File: config.mk
export PLATFORM = sky130hd
export DESIGN_NAME = arcade_input_ctrl
export DESIGN_NICKNAME = d
export VERILOG_FILES = /design/src/rtl/arcade_input_pkg.sv /design/src/rtl/coin_shaper.sv /design/src/rtl/arcade_input_ctrl.sv
export SDC_FILE = /design/constraint.sdc
export NUM_CORES = 1
export LEC_CHECK = 0
export BUFFER_PORTS_ARGS = -buffer_cell sky130_fd_sc_hd__buf_2
export CORE_UTILIZATION = 35
export CTS_CLUSTER_SIZE = 14
export DETAILED_ROUTE_END_ITERATION = 7
export SLEW_MARGIN = 0
export SYNTH_ARGS = -nofsm -noshare
export SYNTH_HDL_FRONTEND = slang
export SYNTH_HIERARCHICAL = 1
export SYNTH_SLANG_ARGS = --single-unit
File: constraint.sdc
create_clock -name clk -period 2.49 [get_ports clk]
set_input_delay 0.498 -clock clk [delete_from_list [all_inputs] [get_ports clk]]
set_output_delay 0.498 -clock clk [all_outputs]
set_load 0.01 [all_outputs]
File: src/rtl/arcade_input_pkg.sv
// Shared constants and types for the arcade input front-end.
// Covers ioctl target indices, joystick bit positions and the coin FSM state type.
package arcade_input_pkg;

   localparam logic [7:0] IOCTL_IDX_MODE = 8'd1;
   localparam logic [7:0] IOCTL_IDX_DIP  = 8'd254;

   localparam int JOY_R     = 0;
   localparam int JOY_L     = 1;
   localparam int JOY_D     = 2;
   localparam int JOY_U     = 3;
   localparam int JOY_START = 5;
   localparam int JOY_COIN  = 6;
   localparam int JOY_PAUSE = 7;

   typedef enum logic [1:0] {
      IDLE  = 2'd0,
      PULSE = 2'd1,
      GAP   = 2'd2
   } coin_state_t;

endpackage

File: src/rtl/coin_shaper.sv
// One coin channel: button edge detect, 2-bit saturating credit queue, and a
// pulse/gap FSM that emits fixed-width, rate-limited coin pulses.
//
// state | meaning
// IDLE  | waiting for a queued credit
// PULSE | coin output high, counting COIN_PULSE cycles
// GAP   | coin output low, counting COIN_GAP cycles before the next credit
module coin_shaper
   import arcade_input_pkg::*;
#(
   parameter int                CNT_W      = 16,
   parameter logic [CNT_W-1:0] COIN_PULSE = 16'd2000,
   parameter logic [CNT_W-1:0] COIN_GAP   = 16'd2000
) (
   input  logic clk,
   input  logic reset,
   input  logic coin,
   output logic pulse
);

   coin_state_t      state, state_n;
   logic [CNT_W-1:0] cnt, cnt_n;
   logic [1:0]       queue, queue_n;
   logic             coin_q;
   logic             rise;
   logic             deq;

   assign rise = coin & ~coin_q;

   always_ff @(posedge clk) begin
      if (reset) begin
         state  <= IDLE;
         cnt    <= '0;
         queue  <= 2'd0;
         coin_q <= 1'b0;
      end else begin
         state  <= state_n;
         cnt    <= cnt_n;
         queue  <= queue_n;
         coin_q <= coin;
      end
   end

   always_comb begin
      state_n = state;
      cnt_n   = cnt + 1'b1;
      deq     = 1'b0;
      pulse   = 1'b0;
      case (state)
         IDLE: begin
            cnt_n = '0;
            if (queue != 2'd0) begin
               state_n = PULSE;
               deq     = 1'b1;
            end
         end
         PULSE: begin
            pulse = 1'b1;
            if (cnt == COIN_PULSE - 1'b1) begin
               state_n = GAP;
               cnt_n   = '0;
            end
         end
         GAP: begin
            if (cnt == COIN_GAP - 1'b1) begin
               state_n = IDLE;
               cnt_n   = '0;
            end
         end
         default: begin
            state_n = IDLE;
            cnt_n   = '0;
         end
      endcase
   end

   // A press and a dequeue in the same cycle cancel out.
   always_comb begin
      queue_n = queue;
      case ({rise, deq})
         2'b10:   queue_n = (queue == 2'd3) ? queue : queue + 2'd1;
         2'b01:   queue_n = queue - 2'd1;
         default: queue_n = queue;
      endcase
   end

endmodule

File: src/rtl/arcade_input_ctrl.sv
// Arcade input front-end: DIP shadow with atomic commit, game mode latch,
// SOCD-cleaned joystick directions and per-player shaped coin pulses.
module arcade_input_ctrl
   import arcade_input_pkg::*;
#(
   parameter int                NUM_PLAYERS = 4,
   parameter int                DIP_BYTES   = 8,
   parameter int                CNT_W       = 16,
   parameter logic [CNT_W-1:0] COIN_PULSE  = 16'd2000,
   parameter logic [CNT_W-1:0] COIN_GAP    = 16'd2000
) (
   input  logic                     clk,
   input  logic                     reset,
   input  logic                     ioctl_download,
   input  logic                     ioctl_wr,
   input  logic [7:0]               ioctl_index,
   input  logic [24:0]              ioctl_addr,
   input  logic [7:0]               ioctl_dout,
   input  logic [NUM_PLAYERS*16-1:0] joy,
   output logic [7:0]               game_mode,
   output logic [DIP_BYTES*8-1:0]   dip_out,
   output logic                     dip_valid,
   output logic [NUM_PLAYERS*4-1:0] dirs_out,
   output logic [NUM_PLAYERS-1:0]   start_out,
   output logic [NUM_PLAYERS-1:0]   coin_out,
   output logic                     pause_out
);

   logic [DIP_BYTES*8-1:0]   stage;
   logic                     dl_q;
   logic                     last_dip;
   logic [NUM_PLAYERS*4-1:0] dirs_n;
   logic [NUM_PLAYERS-1:0]   start_n;
   logic                     pause_n;
   logic                     joy_unused;

   // DIPs land in a staging copy and are only exposed when the download ends.
   always_ff @(posedge clk) begin
      if (reset) begin
         stage     <= '0;
         dip_out   <= '0;
         dip_valid <= 1'b0;
         dl_q      <= 1'b0;
         last_dip  <= 1'b0;
         game_mode <= 8'd0;
      end else begin
         dl_q <= ioctl_download;
         if (ioctl_download && ioctl_wr) begin
            last_dip <= (ioctl_index == IOCTL_IDX_DIP);
            if (ioctl_index == IOCTL_IDX_DIP) begin
               for (int n = 0; n < DIP_BYTES; n++) begin
                  if (ioctl_addr == 25'(n)) stage[n*8 +: 8] <= ioctl_dout;
               end
            end
         end
         if (dl_q && !ioctl_download && last_dip) begin
            dip_out   <= stage;
            dip_valid <= 1'b1;
         end
         if (ioctl_wr && ioctl_index == IOCTL_IDX_MODE && ioctl_addr == 25'd0)
            game_mode <= ioctl_dout;
      end
   end

   always_comb begin
      dirs_n     = '0;
      start_n    = '0;
      pause_n    = 1'b0;
      joy_unused = 1'b0;
      for (int p = 0; p < NUM_PLAYERS; p++) begin
         dirs_n[p*4+3] = joy[p*16+JOY_U] & ~joy[p*16+JOY_D];
         dirs_n[p*4+2] = joy[p*16+JOY_D] & ~joy[p*16+JOY_U];
         dirs_n[p*4+1] = joy[p*16+JOY_L] & ~joy[p*16+JOY_R];
         dirs_n[p*4+0] = joy[p*16+JOY_R] & ~joy[p*16+JOY_L];
         start_n[p]    = joy[p*16+JOY_START];
         pause_n       = pause_n | joy[p*16+JOY_PAUSE];
         joy_unused    = joy_unused ^ (^{joy[p*16+8 +: 8], joy[p*16+4]});
      end
   end

   always_ff @(posedge clk) begin
      if (reset) begin
         dirs_out  <= '0;
         start_out <= '0;
         pause_out <= 1'b0;
      end else begin
         dirs_out  <= dirs_n;
         start_out <= start_n;
         pause_out <= pause_n;
      end
   end

   for (genvar p = 0; p < NUM_PLAYERS; p++) begin : g_coin
      coin_shaper #(
         .CNT_W      (CNT_W),
         .COIN_PULSE (COIN_PULSE),
         .COIN_GAP   (COIN_GAP)
      ) u_coin (
         .clk   (clk),
         .reset (reset),
         .coin  (joy[p*16+JOY_COIN]),
         .pulse (coin_out[p])
      );
   end

endmodule
### After elaboration in Yosys (flattened, before gate mapping)

Index checks and enable logic that the tools add are counted.

* $add $sub $neg: 12
* equal/unequal tests: 49
* muxes and demuxes: 36
* bitwise operators: 47
* reduce and logical (&&, ||, !) cells: 43

Operators by type and width (number)
* $eq A25 B3 Y1 const B: 4
* $add A16 B1 Y16 const B: 4
* $eq A16 B11 Y1 const B: 4
* $eq A25 B2 Y1 const B: 2
* $reduce_and A3 Y1: 12
* $mux W2: 16
* $eq A25 B1 Y1 const B: 1
* $logic_not A25 Y1: 1
* $eq A2 B2 Y1 const B: 12
* $ne A2 B1 Y1 const B: 12
* $not A1 Y1: 24
* $pmux W2 S3: 4
* $and A1 B1 Y1: 20
* $eq A2 B1 Y1 const B: 8
* $pmux W2 S2: 4
* $reduce_bool A2 Y1: 8
* $mux W1: 12
* $reduce_or A3 Y1: 4
* $add A2 B1 Y2 const B: 4
* $eq A8 B1 Y1 const B: 1
* $eq A8 B8 Y1 const B: 1
* $logic_not A2 Y1: 4
* $ne A2 B2 Y1 const B: 4
* $reduce_and A2 Y1: 4
* 5 further kinds: 17

* register bits after elaboration: 244
* logic and storage cells: 219

### Logic depth before layout (Yosys ltp)

Gate-level depths: netlist of the first run.

* word-level depth: 6
* gate-level depth with buffers: 7

### Hierarchy

The synthesis of the first run kept the hierarchy.

By module, submodules not included
* arcade_input_ctrl: times used 1, cells each 612, area each 5856.9 um2, sequential area each 3203.1 um2
* coin_shaper at g_coin[0].u_coin ...: times used 3, cells each 118, area each 1009.7 um2, sequential area each 420.4 um2
* coin_shaper at g_coin[3].u_coin: times used 1, cells each 119, area each 1039.7 um2, sequential area each 420.4 um2

### Worst setup path before layout of the first run

OpenSTA, ideal clock, no wires.

* path kind: input-to-reg
* start point: input port ioctl_addr[18]
* end point: register stage[0]
* setup time: 0.072 ns
* data arrival time: 2.185 ns
* required time: 2.418 ns
* path slack: 0.234 ns
* cell stages on the path: 5
* path buffers: 1
* path through: or4_1 > nor4_4 > and4_1 > buf_2 > mux2i_1

* word-level cells in the longest chain between the ends: 2

Ends and longest elaborated chain
* from (decl): RTL line arcade_input_ctrl.sv:17 `input logic [24:0] ioctl_addr,`
* $logic_not A25 Y1: RTL line arcade_input_ctrl.sv:52 `if (ioctl_addr == 25'(n)) stage[n*8 +: 8] <= ioctl_dout;`
* $reduce_and A3 Y1 (no source line)
* to (signal, indexed assignment): RTL line arcade_input_ctrl.sv:52
* to (decl): RTL line arcade_input_ctrl.sv:29 `logic [DIP_BYTES*8-1:0] stage;`

No other way between the ends.
A chain may end at the register's enable or synchronous reset.

### Worst setup path after layout of the first run

* start point: register g_coin[0].u_coin.cnt[11]
* end point: register g_coin[0].u_coin.state[1]

* word-level cells in the longest chain between the ends: 3
* elaborated cells between the ends (all ways): 4
* classes of those cells: eq/ne: 3; reduce/logical: 1

Ends and longest elaborated chain
* from (decl): RTL line coin_shaper.sv:22 `logic [CNT_W-1:0] cnt, cnt_n;`
* from (signal assigned): RTL line coin_shaper.sv:38 `cnt <= cnt_n;`
* $eq A16 B11 Y1 (*): RTL line coin_shaper.sv:59, coin_shaper.sv:65
* $ne A2 B1 Y1 (no source line)
* $reduce_and A3 Y1 (no source line) (*)
* to (signal assigned): RTL line coin_shaper.sv:37 `state <= state_n;`
* to (decl): RTL line coin_shaper.sv:21 `coin_state_t state, state_n;`

Every way passes the cells marked *; elsewhere a longest branch is shown, timed or not.

==> results by group, run 1 <==
GRT
  – Gr ovfl total: 0
  – All-Layer GR Usage: 0.149
  – Initial antenna violation count: 0
  – Number of global-route vias before repair: slightly above 7000
  – First-pass GRT wire length: 35500 um
  – Largest net degree at the start of global routing: 79

Worst setup path
  – Most used cell, CP: or4_1
  – Crit Path Max Fanout: 6
  – Slowest cell delay on critical path: 0.63 ns
  – Data arrival, critical path: 2.67 ns
  – Worst reg2reg startpoint: g_coin[0].u_coin/cnt[11]$_SDFF_PP0_
  – Critical Path Source: g_coin[0].u_coin/cnt[11]$_SDFF_PP0_
  – Critical-path cell list: or4_1 -> or4_1 -> or4b_1 -> nand3_1
  – Slowest CP cell: or4_1
  – Path type of the worst setup path: reg2reg
  – CP Capture Type: flip-flop
  – Critical Path RT: just under 3 ns
  – Startpoint Class: flip-flop

Floorplanning
  – Die area: approximately 29000 um2
  – # rows: 61
  – I/O Pins: a little over 200
  – Starting Density: 0.356
  – Die X: between 150 and 200 um
  – Die Y: 170 um
  – Core box area: 27900 um2

Pwr
  – Internal power: 0.00661 W
  – PD cells: 709 nW/um2
  – Gate power share: 0.084
  – Clock power frac: 0.449
  – Net load switching power: 0.00201 W
  – Sw Ratio: 0.233
  – Reg power frac: 0.468
  – P_leak: around 4.8 nW
  – Worst VDD drop: 0.000440 V

Logic synthesis
  – Cell area after synthesis: between 9000 and 10000 um2
  – Post-synth EDFFs: 0
  – Post-Syn Nets: roughly 1200
  – Synth warnings: 6
  – Seq/Total Area, Yosys: 0.492
  – Syn Inst Count: around 1100
  – Main synth FF type: dfxtp_1
  – Ys async rst share: 0
  – Post-synth cell types: 40
  – Avg Inst Size Synth: 9.15 um2
  – #FFs+latches synth: 244

Placement
  – Placed Area: approximately 11000 um2
  – Port Buf Inserts: 170
  – Dpl cells: 1603
  – DP Worst Slack: 0.168 ns
  – Detailed placer's ending HPWL: 14400 um
  – Gpl congestion: 0.747

Clock network
  – Clock Sinks: 244
  – Post-CTS Setup Inserts: 0
  – TritonCTS buffer count: 27
  – Worst-skew pair later-pin latency: ~0.52 ns
  – CTS tree: done
  – Reg clk slew, reported paths: 0.06 ns
  – CTS resizes: 0
  – H-tree Lvls: 1
  – Hold Buf Count CTS: 0
  – CTS Root Cell: clkbuf_16
  – Maximum clock insertion buffer count: 3

Route
  – TritonRoute pass-1 iters: 7
  – Routed vias: 7755
  – Vias per cell: 4.70
  – Post-route ant nets: 0
  – Initial drt markers: 354
  – Met2 routed wirelength: 10200 um
  – Top layer in use: met4
  – Post-Route M1 WL: 10500 um
  – Number of remaining DRC errors: 0
  – Routed wire length: 22000 um
  – Met3 WL: 933 um
  – WL/cell: 13.4 um

Cells and area
  – Synth-to-layout area growth: 22.4%
  – Register area: 4880 um2
  – Final #Nets: 1383
  – Area of the multi-input gates: 4770 um2
  – Finished Layout Cells: 1651
  – Fillers: 2827
  – Share of layout cells above drive strength 1: 0.194
  – Core Util, Final: 0.436
  – Cell area after layout: 12200 um2
  – Antenna fix cells: 0

Outcome
  – Status: finished clean

Job
  – Max-Cap Viols: 0

STA
  – Slew headroom: 0.563
  – Worst-Margin Slew: 0.655 ns
  – Final period util: 0.890
  – RSZ-0062 raised after global routing: no
  – Setup violators final: 0
  – Worst setup margin: 0.275 ns
  – Fmax: 0.451 GHz
  – Tmin final: 2.21 ns
  – Max Clock Skew: 0.00964 ns
  – Total Neg Setup Slack: 0 ns
  – Final Max Tran Viols: 0
  – Final hold vios: 0

Worst hold path
  – Worst hold start: joy[35]
  – Worst hold path type: in2reg
-- kinds of logic (layout without fill, tap and decap cells) --
logic type	Yosys count	after routing	synth area share
compound gates	86	86	0.0468
xor+xnor	59	59	0.0521
fa+ha+maj	20	20	0.0252
buf+inv	69	257	0.0276
flops	244	244	0.492
mux	80	80	0.0811
simple gates	527	527	0.275
-- layer usage --
metal / vias up / global-route usage
met5: - / 0
met1: 3597 / 0.198
met2: 130 / 0.250
met4: 0 / 0.0345
met3: 31 / 0.0281
li1: 3997 / -
-- cell usage after synthesis (all sizes together), types with 22 or more instances --
| master | count | area share |
|---|---|---|
| mux2i | 77 | 0.078 |
| nand4 | 22 | 0.018 |
| xnor2 | 45 | 0.040 |
| dfxtp | 244 | 0.49 |
| nand2b | 95 | 0.060 |
| buf | 24 | 0.011 |
| a21oi | 74 | 0.037 |
| nand2 | 167 | 0.063 |
| nor2 | 98 | 0.037 |
| nor3 | 25 | 0.013 |
| clkbuf | 28 | 0.011 |
| nand3 | 26 | 0.013 |
-- worst paths after layout --
check                                                end  slack [ns]  cells after the start
setup / recovery  g_coin[0].u_coin/state[1]$_SDFFE_PP0P_        0.28                      4
hold / removal                   dirs_out[10]$_SDFF_PP0_        0.14                      2
setup reg to reg  g_coin[0].u_coin/state[1]$_SDFFE_PP0P_        0.28                      4
hold reg to reg       g_coin[1].u_coin/cnt[0]$_SDFF_PP0_        0.44                      1
-- sequential cells by signal, summed over array words and instances (netlist names) --
| register | count |
|---|---|
| g_coin.u_coin/coin_q | 4 |
| pause_out | 1 |
| start_out | 4 |
| g_coin.u_coin/state | 8 |
| last_dip | 1 |
| dip_out | 64 |
| g_coin.u_coin/queue | 8 |
| stage | 64 |
| dl_q | 1 |
| game_mode | 8 |
| dip_valid | 1 |
| dirs_out | 16 |
| g_coin.u_coin/cnt | 64 |
-- power groups by stage --
stage | Combinational (W) | Clock [W] | Sequential [W]
global route | 0.000824 | 0.00417 | 0.00404
finish | 0.000720 | 0.00387 | 0.00403
detailed placement | 0.000727 | 0 | 0.00412
global placement | 0.000714 | 0 | 0.00411
CTS | 0.000733 | 0.00401 | 0.00403
floorplan | 0.000479 | 0 | 0.00412
-- metrics by stage --
stage,hold WS [ns],power (W)
6_report,0.145,0.00862
5_1_grt,0.126,0.00904
4_1_cts,0.113,0.00877
3_5_place_dp,0.439,0.00484
3_3_place_gp,0.428,0.00483
2_1_floorplan,0.418,0.00459
-- critical path, delay by kind of cell (launching register included) --
kind          cells  cell delay [ns]
flops             1             0.36
simple gates      4             1.79
-- cells in the final DEF, fill, tap and decap left out, types with 7 or more instances in the layout --
cell	Yosys	layout
nor3b_1	20	20
or4_1	9	9
buf_4	1	17
buf_2	9	169
nor4_1	19	19
dfxtp_1	244	244
nand2_1	167	167
clkbuf_16	0	27
nand2b_1	95	95
inv_1	17	17
nand3_1	26	26
mux2i_1	77	77
a21oi_1	74	74
clkbuf_8	0	8
nor2_1	98	98
nand4_1	16	16
clkbuf_1	28	7
nand3b_1	7	7
ha_1	20	20
nor3_1	25	25
xnor2_1	45	45
xor2_1	14	14
nor2b_1	10	10
-- area by class of cell --
cell class	instances	share of cell area
repair buffers	192	0.0900
inverters	17	0.00525
flip-flops and latches	244	0.402
multi-input cells	772	0.392
clock buffers	42	0.0668
clock inverters	6	0.00474
well taps	378	0.0389
Note: power is estimated with default switching activity, not from simulation.
==> inputs of run 2 (changes only) <==
CORE_UTILIZATION = 55   (was 35)
CTS_CLUSTER_SIZE = 28   (was 14)
PLACE_DENSITY = 0.8   (was not set)
SLEW_MARGIN = not set   (was 0)
==> run 2 against run 1 <==
Via count rose by 2.4%. Sequential share of layout area rose by 0.52 points. Sequential power barely moved.
==> results by group, run 2 (synthesized netlist as in run 1, its figures left out) <==
Worst setup path
  – Crit Path Max Fanout: 6 (unchanged)
  – Delay-heaviest family, CP: simple AND/OR/NAND/NOR gates
  – Worst reg2reg startpoint: g_coin[1].u_coin/cnt[11]$_SDFF_PP0_
  – Setup slack, reg-to-reg: 0.24 ns (-0.03 ns)
  – Slowest cell delay on critical path: 0.64 ns (about the same)
  – Most used cell, CP: or4_1
  – Critical Path Source: g_coin[1].u_coin/cnt[11]$_SDFF_PP0_
  – CP Buf/Inv Count: 0 (unchanged)
  – Slowest CP cell: or4_1
  – Path type of the worst setup path: reg2reg
  – Critical Path RT: 2.94 ns (about the same)
  – CP Capture Type: flip-flop
  – Critical-path cell list: or4_1 -> or4_1 -> or4b_1 -> nand3_1
  – Data arrival, critical path: 2.69 ns (+0.02 ns)
  – Startpoint Class: flip-flop

GRT
  – First-pass GRT wire length: 34700 um (-2.2%)
  – Initial antenna violation count: 1 (+1)
  – All-Layer GR Usage: 0.229 (+0.0797)
  – GRT met1 Usage: 0.297 (+0.0997)
  – Number of global-route vias before repair: 7384 (+4.0%)
  – M3 GR Usage: 0.0313 (+0.00318)
  – Grt met2 use: 0.390 (+0.140)
  – GRT busiest layer: met2
  – Gr ovfl total: 0 (unchanged)
  – Largest net degree at the start of global routing: 97 (+23%)

STA
  – Final period util: 0.902 (+0.0123)
  – Setup violators final: 0 (unchanged)
  – Total Neg Setup Slack: 0 ns (unchanged)
  – Fmax: 0.445 GHz (-1.4%)
  – Max Clock Skew: 0.0108 ns (+0.00120 ns)
  – Final hold vios: 0 (unchanged)
  – Slew headroom: 0.622 (+0.0586)
  – Hold WS: 0.148 ns (+0.00326 ns)
  – Final Max Tran Viols: 0 (unchanged)
  – RSZ-0062 raised after global routing: no
  – Tmin final: 2.25 ns (+0.0307 ns)
  – Worst-Margin Slew: 0.567 ns (-0.0879 ns)

Clock network
  – CTS Root Cell: clkbuf_16
  – Worst-skew pair later-pin latency: 0.51 ns (about the same)
  – Post-CTS Setup Inserts: 0 (unchanged)
  – TritonCTS buffer count: 26 (-3.7%)
  – Hold Buf Count CTS: 0 (unchanged)
  – CTS tree: done
  – CTS resizes: 0 (unchanged)
  – Reg clk slew, reported paths: 0.06 ns (about the same)
  – H-tree Lvls: 1 (unchanged)
  – Clock Sinks: 244 (unchanged)
  – Maximum clock insertion buffer count: 3 (unchanged)

Route
  – Number of remaining DRC errors: 0 (unchanged)
  – TritonRoute pass-1 iters: 4 (-3)
  – Routed wire length: 21400 um (-2.7%)
  – Routed vias: 7938 (+2.4%)
  – WL/cell: 14.3 um (+7.1%)
  – Post-route ant nets: 0 (unchanged)
  – Vias per cell: 5.30 (+13%)
  – Initial drt markers: 472 (+33%)

Floorplanning
  – I/O Pins: 207 (unchanged)
  – Starting Density: 0.568 (+0.212)
  – Die X: 136 um (-20%)
  – Die area: 18600 um2 (-36%)
  – Core box area: 17500 um2 (-37%)
  – # rows: 48 (-21%)
  – Die Y: 136 um (-20%)

Job
  – Max-Cap Viols: 0 (unchanged)

Placement
  – Port Buf Inserts: 170 (unchanged)
  – Gpl congestion: 0.802 (+7.4%)
  – Detailed placer's ending HPWL: 14200 um (-1.3%)
  – Placed Area: 11100 um2 (-1.8%)

Cells and area
  – Commonest non-fill, non-tap cell in the layout: dfxtp_1
  – Most frequent cells in the layout: dfxtp_1 (244), buf_2 (169), nand2_1 (167)
  – Biggest regs: dip_out: 64 flops, g_coin.u_coin/cnt: 64 flops, stage: 64 flops
  – Fillers: 1417 (-50%)
  – Core Util, Final: 0.687 (+0.250)
  – Register area: 4880 um2 (unchanged)
  – Area of the multi-input gates: 4770 um2 (unchanged)
  – Final #Nets: 1382 (-0.072%)
  – Cell area after layout: 12000 um2 (-1.3%)
  – Synth-to-layout area growth: 20.9%
  – Share of layout cells above drive strength 1: 0.195 (+0.000786)

Pwr
  – Worst VDD drop: 0.000505 V (+15%)
  – P_leak: 4.81 nW (+0.41%)
  – PD cells: 730 nW/um2 (+2.9%)
  – Tot Pwr: 0.00875 W (+1.6%)

Worst hold path
  – Worst hold path type: in2reg
  – Worst hold start: joy[1]

Outcome
  – Status: finished clean
-- run 2: layout make-up --
cell class	count	area share
flip-flops and latches	244	0.407
multi-input cells	772	0.397
repair buffers	192	0.0901
clock buffers	40	0.0662
well taps	225	0.0235
clock inverters	8	0.0102
inverters	17	0.00532
diodes	1	0.000209
-- run 2: routing by layer --
layer  wire length (um)  vias to the layer above
met5                  0                        -
met4                591                        0
met3                764                       41
met2              10300                      168
met1               9740                     3741
li1                   -                     3988
-- run 2: worst paths after layout --
kind	end	cells past startpoint
worst max register to register	g_coin[1].u_coin/state[1]$_SDFFE_PP0P_	4
worst min register to register	dip_out[30]$_SDFFE_PP0P_	2
worst min-delay path	dirs_out[0]$_SDFF_PP0_	2
worst max-delay path	g_coin[1].u_coin/state[1]$_SDFFE_PP0P_	4
-- run 2: per-stage QoR --
stage	worst slack [ns]	std cells
finish	0.244	1499
global route	0.0968	1499
CTS	0.239	1498
detailed placement	0.163	1450
global placement	0.208	1450
floorplan	0.234	1085
-- run 2: where the power goes --
part           switching [W]  internal, W
clock network        0.00151      0.00251
logic               0.000408     0.000302
registers          0.0000521      0.00398
total                0.00197      0.00679
==> inputs of run 3 (changes only) <==
CORE_UTILIZATION = 40   (was 55)
PLACE_DENSITY = not set   (was 0.8)
PLACE_DENSITY_LB_ADDON = 0.2   (was not set)
SLEW_MARGIN = 20   (was not set)
==> run 3 against run 2 <==
Register-to-register slack barely moved. Fmax rose by 0.42%. Sequential share of layout area fell by 0.35 points. Global-route usage fell by 5.6 points. Final area rose by 0.88%. First-iteration DRC count fell by 21%.
==> results by group, run 3 (synthesized netlist as in run 1, its figures left out) <==
Worst hold path
  – Worst hold path type: in2reg
  – Worst hold stages: 2 (unchanged)
  – Hold endpoint: dirs_out[13]$_SDFF_PP0_
  – Worst hold start: joy[48]

GRT
  – Gr ovfl total: 0 (unchanged)
  – Number of global-route vias before repair: 7326 (-0.79%)
  – Largest net degree at the start of global routing: 112 (+15%)
  – First-pass GRT wire length: 36500 um (+5.1%)
  – All-Layer GR Usage: 0.173 (-0.0559)
  – Initial antenna violation count: 0 (-1)

Worst setup path
  – Worst reg2reg startpoint: g_coin[2].u_coin/cnt[11]$_SDFF_PP0_
  – R2r worst-path depth: 4 (unchanged)
  – Critical Path RT: 2.96 ns (+0.02 ns)
  – R2r endpoint: g_coin[2].u_coin/state[1]$_SDFFE_PP0P_
  – Startpoint Class: flip-flop
  – Crit Path Max Fanout: 6 (unchanged)
  – Setup slack, reg-to-reg: 0.25 ns (about the same)
  – Path type of the worst setup path: reg2reg
  – CP Capture Type: flip-flop
  – Data arrival, critical path: 2.71 ns (+0.02 ns)

Clock network
  – CTS Root Cell: clkbuf_16
  – Post-CTS Setup Inserts: 0 (unchanged)
  – H-tree Lvls: 1 (unchanged)
  – CTS resizes: 0 (unchanged)
  – Clock Sinks: 244 (unchanged)
  – CTS tree: done
  – Reg clk slew, reported paths: 0.06 ns (about the same)
  – TritonCTS buffer count: 28 (+7.7%)
  – Maximum clock insertion buffer count: 3 (unchanged)
  – Worst-skew pair later-pin latency: 0.53 ns (+0.02 ns)
  – Hold Buf Count CTS: 0 (unchanged)

Route
  – Routed vias: 7762 (-2.2%)
  – Initial drt markers: 375 (-21%)
  – TritonRoute pass-1 iters: 4 (unchanged)
  – WL/cell: 13.9 um (-2.8%)
  – Post-route ant nets: 0 (unchanged)
  – Routed wire length: 22200 um (+3.4%)
  – Vias per cell: 4.87 (-8.0%)
  – Number of remaining DRC errors: 0 (unchanged)

STA
  – Final hold vios: 0 (unchanged)
  – Final period util: 0.898 (-0.00379)
  – Setup violators final: 0 (unchanged)
  – Worst-Margin Slew: 0.710 ns (+0.143 ns)
  – Slew headroom: 0.527 (-0.0952)
  – RSZ-0062 raised after global routing: no
  – Hold WS: 0.135 ns (-0.0128 ns)
  – Max Clock Skew: 0.00943 ns (-0.00141 ns)
  – Total Neg Setup Slack: 0 ns (unchanged)
  – Final Max Tran Viols: 0 (unchanged)
  – Fmax: 0.447 GHz (+0.42%)
  – Tmin final: 2.24 ns (-0.00944 ns)

Pwr
  – P_leak: 4.79 nW (-0.28%)
  – PD cells: 726 nW/um2 (-0.49%)
  – Tot Pwr: 0.00879 W (+0.38%)
  – Worst VDD drop: 0.000377 V (-25%)

Floorplanning
  – Die area: 25400 um2 (+37%)
  – Die Y: 160 um (+17%)
  – Core box area: 24300 um2 (+39%)
  – Starting Density: 0.408 (-0.160)
  – I/O Pins: 207 (unchanged)
  – # rows: 57 (+19%)
  – Die X: 160 um (+17%)

Cells and area
  – Share of layout cells above drive strength 1: 0.192 (-0.00269)
  – Commonest non-fill, non-tap cell in the layout: dfxtp_1
  – Final #Nets: 1380 (-0.14%)
  – Antenna fix cells: 0 (-1)
  – Most frequent cells in the layout: dfxtp_1 (244), buf_2 (169), nand2_1 (167)
  – Biggest regs: dip_out: 64 flops, g_coin.u_coin/cnt: 64 flops, stage: 64 flops
  – Fillers: 2341 (+65%)
  – Synth-to-layout area growth: 21.9%
  – Core Util, Final: 0.498 (-0.189)

Placement
  – Detailed placer's ending HPWL: 14300 um (+0.91%)
  – Gpl congestion: 0.770 (-4.0%)
  – Port Buf Inserts: 170 (unchanged)

Job
  – Max-Cap Viols: 0 (unchanged)

Outcome
  – Status: finished clean
-- run 3: cell count changes in the layout (fill, tap and decap cells not counted), sizes merged --
| cell | change |
|---|---|
| buf | -4 |
| bufinv | -2 |
| clkbuf | +5 |
| diode | -1 |
| clkinv | -2 |
-- run 3: final cells by class --
cell class              count  area (um2)  share of cell area
inverters                  17        63.8             0.00527
repair buffers            188        1050              0.0871
clock inverters             4        51.3             0.00424
multi-input cells         772        4770               0.394
well taps                 324         405              0.0335
clock buffers              45         876              0.0724
flip-flops and latches    244        4880               0.404
-- run 3: where the power goes --
part	leakage (nW)	total, W	switching, W	internal (W)
sequential	1.97	0.00403	0.0000521	0.00398
combinational	2.36	0.000713	0.000410	0.000303
clock	0.458	0.00404	0.00155	0.00249
total	4.79	0.00879	0.00202	0.00677
-- run 3: worst max path at each step --
stage,slack [ns],cells after the start,from,endpoint
finish,0.25,4,g_coin[2].u_coin/cnt[11]$_SDFF_PP0_,g_coin[2].u_coin/state[1]$_SDFFE_PP0P_
global route,0.17,4,g_coin[1].u_coin/cnt[11]$_SDFF_PP0_,g_coin[1].u_coin/state[1]$_SDFFE_PP0P_
CTS,0.25,4,g_coin[2].u_coin/cnt[11]$_SDFF_PP0_,g_coin[2].u_coin/state[1]$_SDFFE_PP0P_
detailed placement,0.11,6,ioctl_addr[18],stage[58]$_SDFFE_PP0P_
global placement,0.12,6,ioctl_addr[18],stage[57]$_SDFFE_PP0P_
floorplan,0.23,5,ioctl_addr[18],stage[0]$_SDFFE_PP0P_
-- run 3: routing by layer --
metal / track usage / vias up / wire (um)
li1: - / 3990 / -
met1: 0.229 / 3582 / 10600
met2: 0.288 / 151 / 10100
met3: 0.0281 / 39 / 993
met4: 0.0520 / 0 / 520
met5: 0 / - / 0
-- run 3: critical path, cell delays in order, from the launching register on --
cell     delay, ns
dfxtp_1       0.36
or4_1         0.55
or4_1         0.64
or4b_1        0.53
nand3_1       0.10
-- run 3: through the flow --
| step | cell area (um2) | setup WS, ns | std cells |
|---|---|---|---|
| 3_5_place_dp | 11200 | 0.109 | 1545 |
| 4_1_cts | 12100 | 0.253 | 1594 |
| 6_report | 12100 | 0.254 | 1594 |
| 5_1_grt | 12100 | 0.166 | 1594 |
| 2_1_floorplan | 9930 | 0.234 | 1085 |
| 3_3_place_gp | 11200 | 0.122 | 1545 |
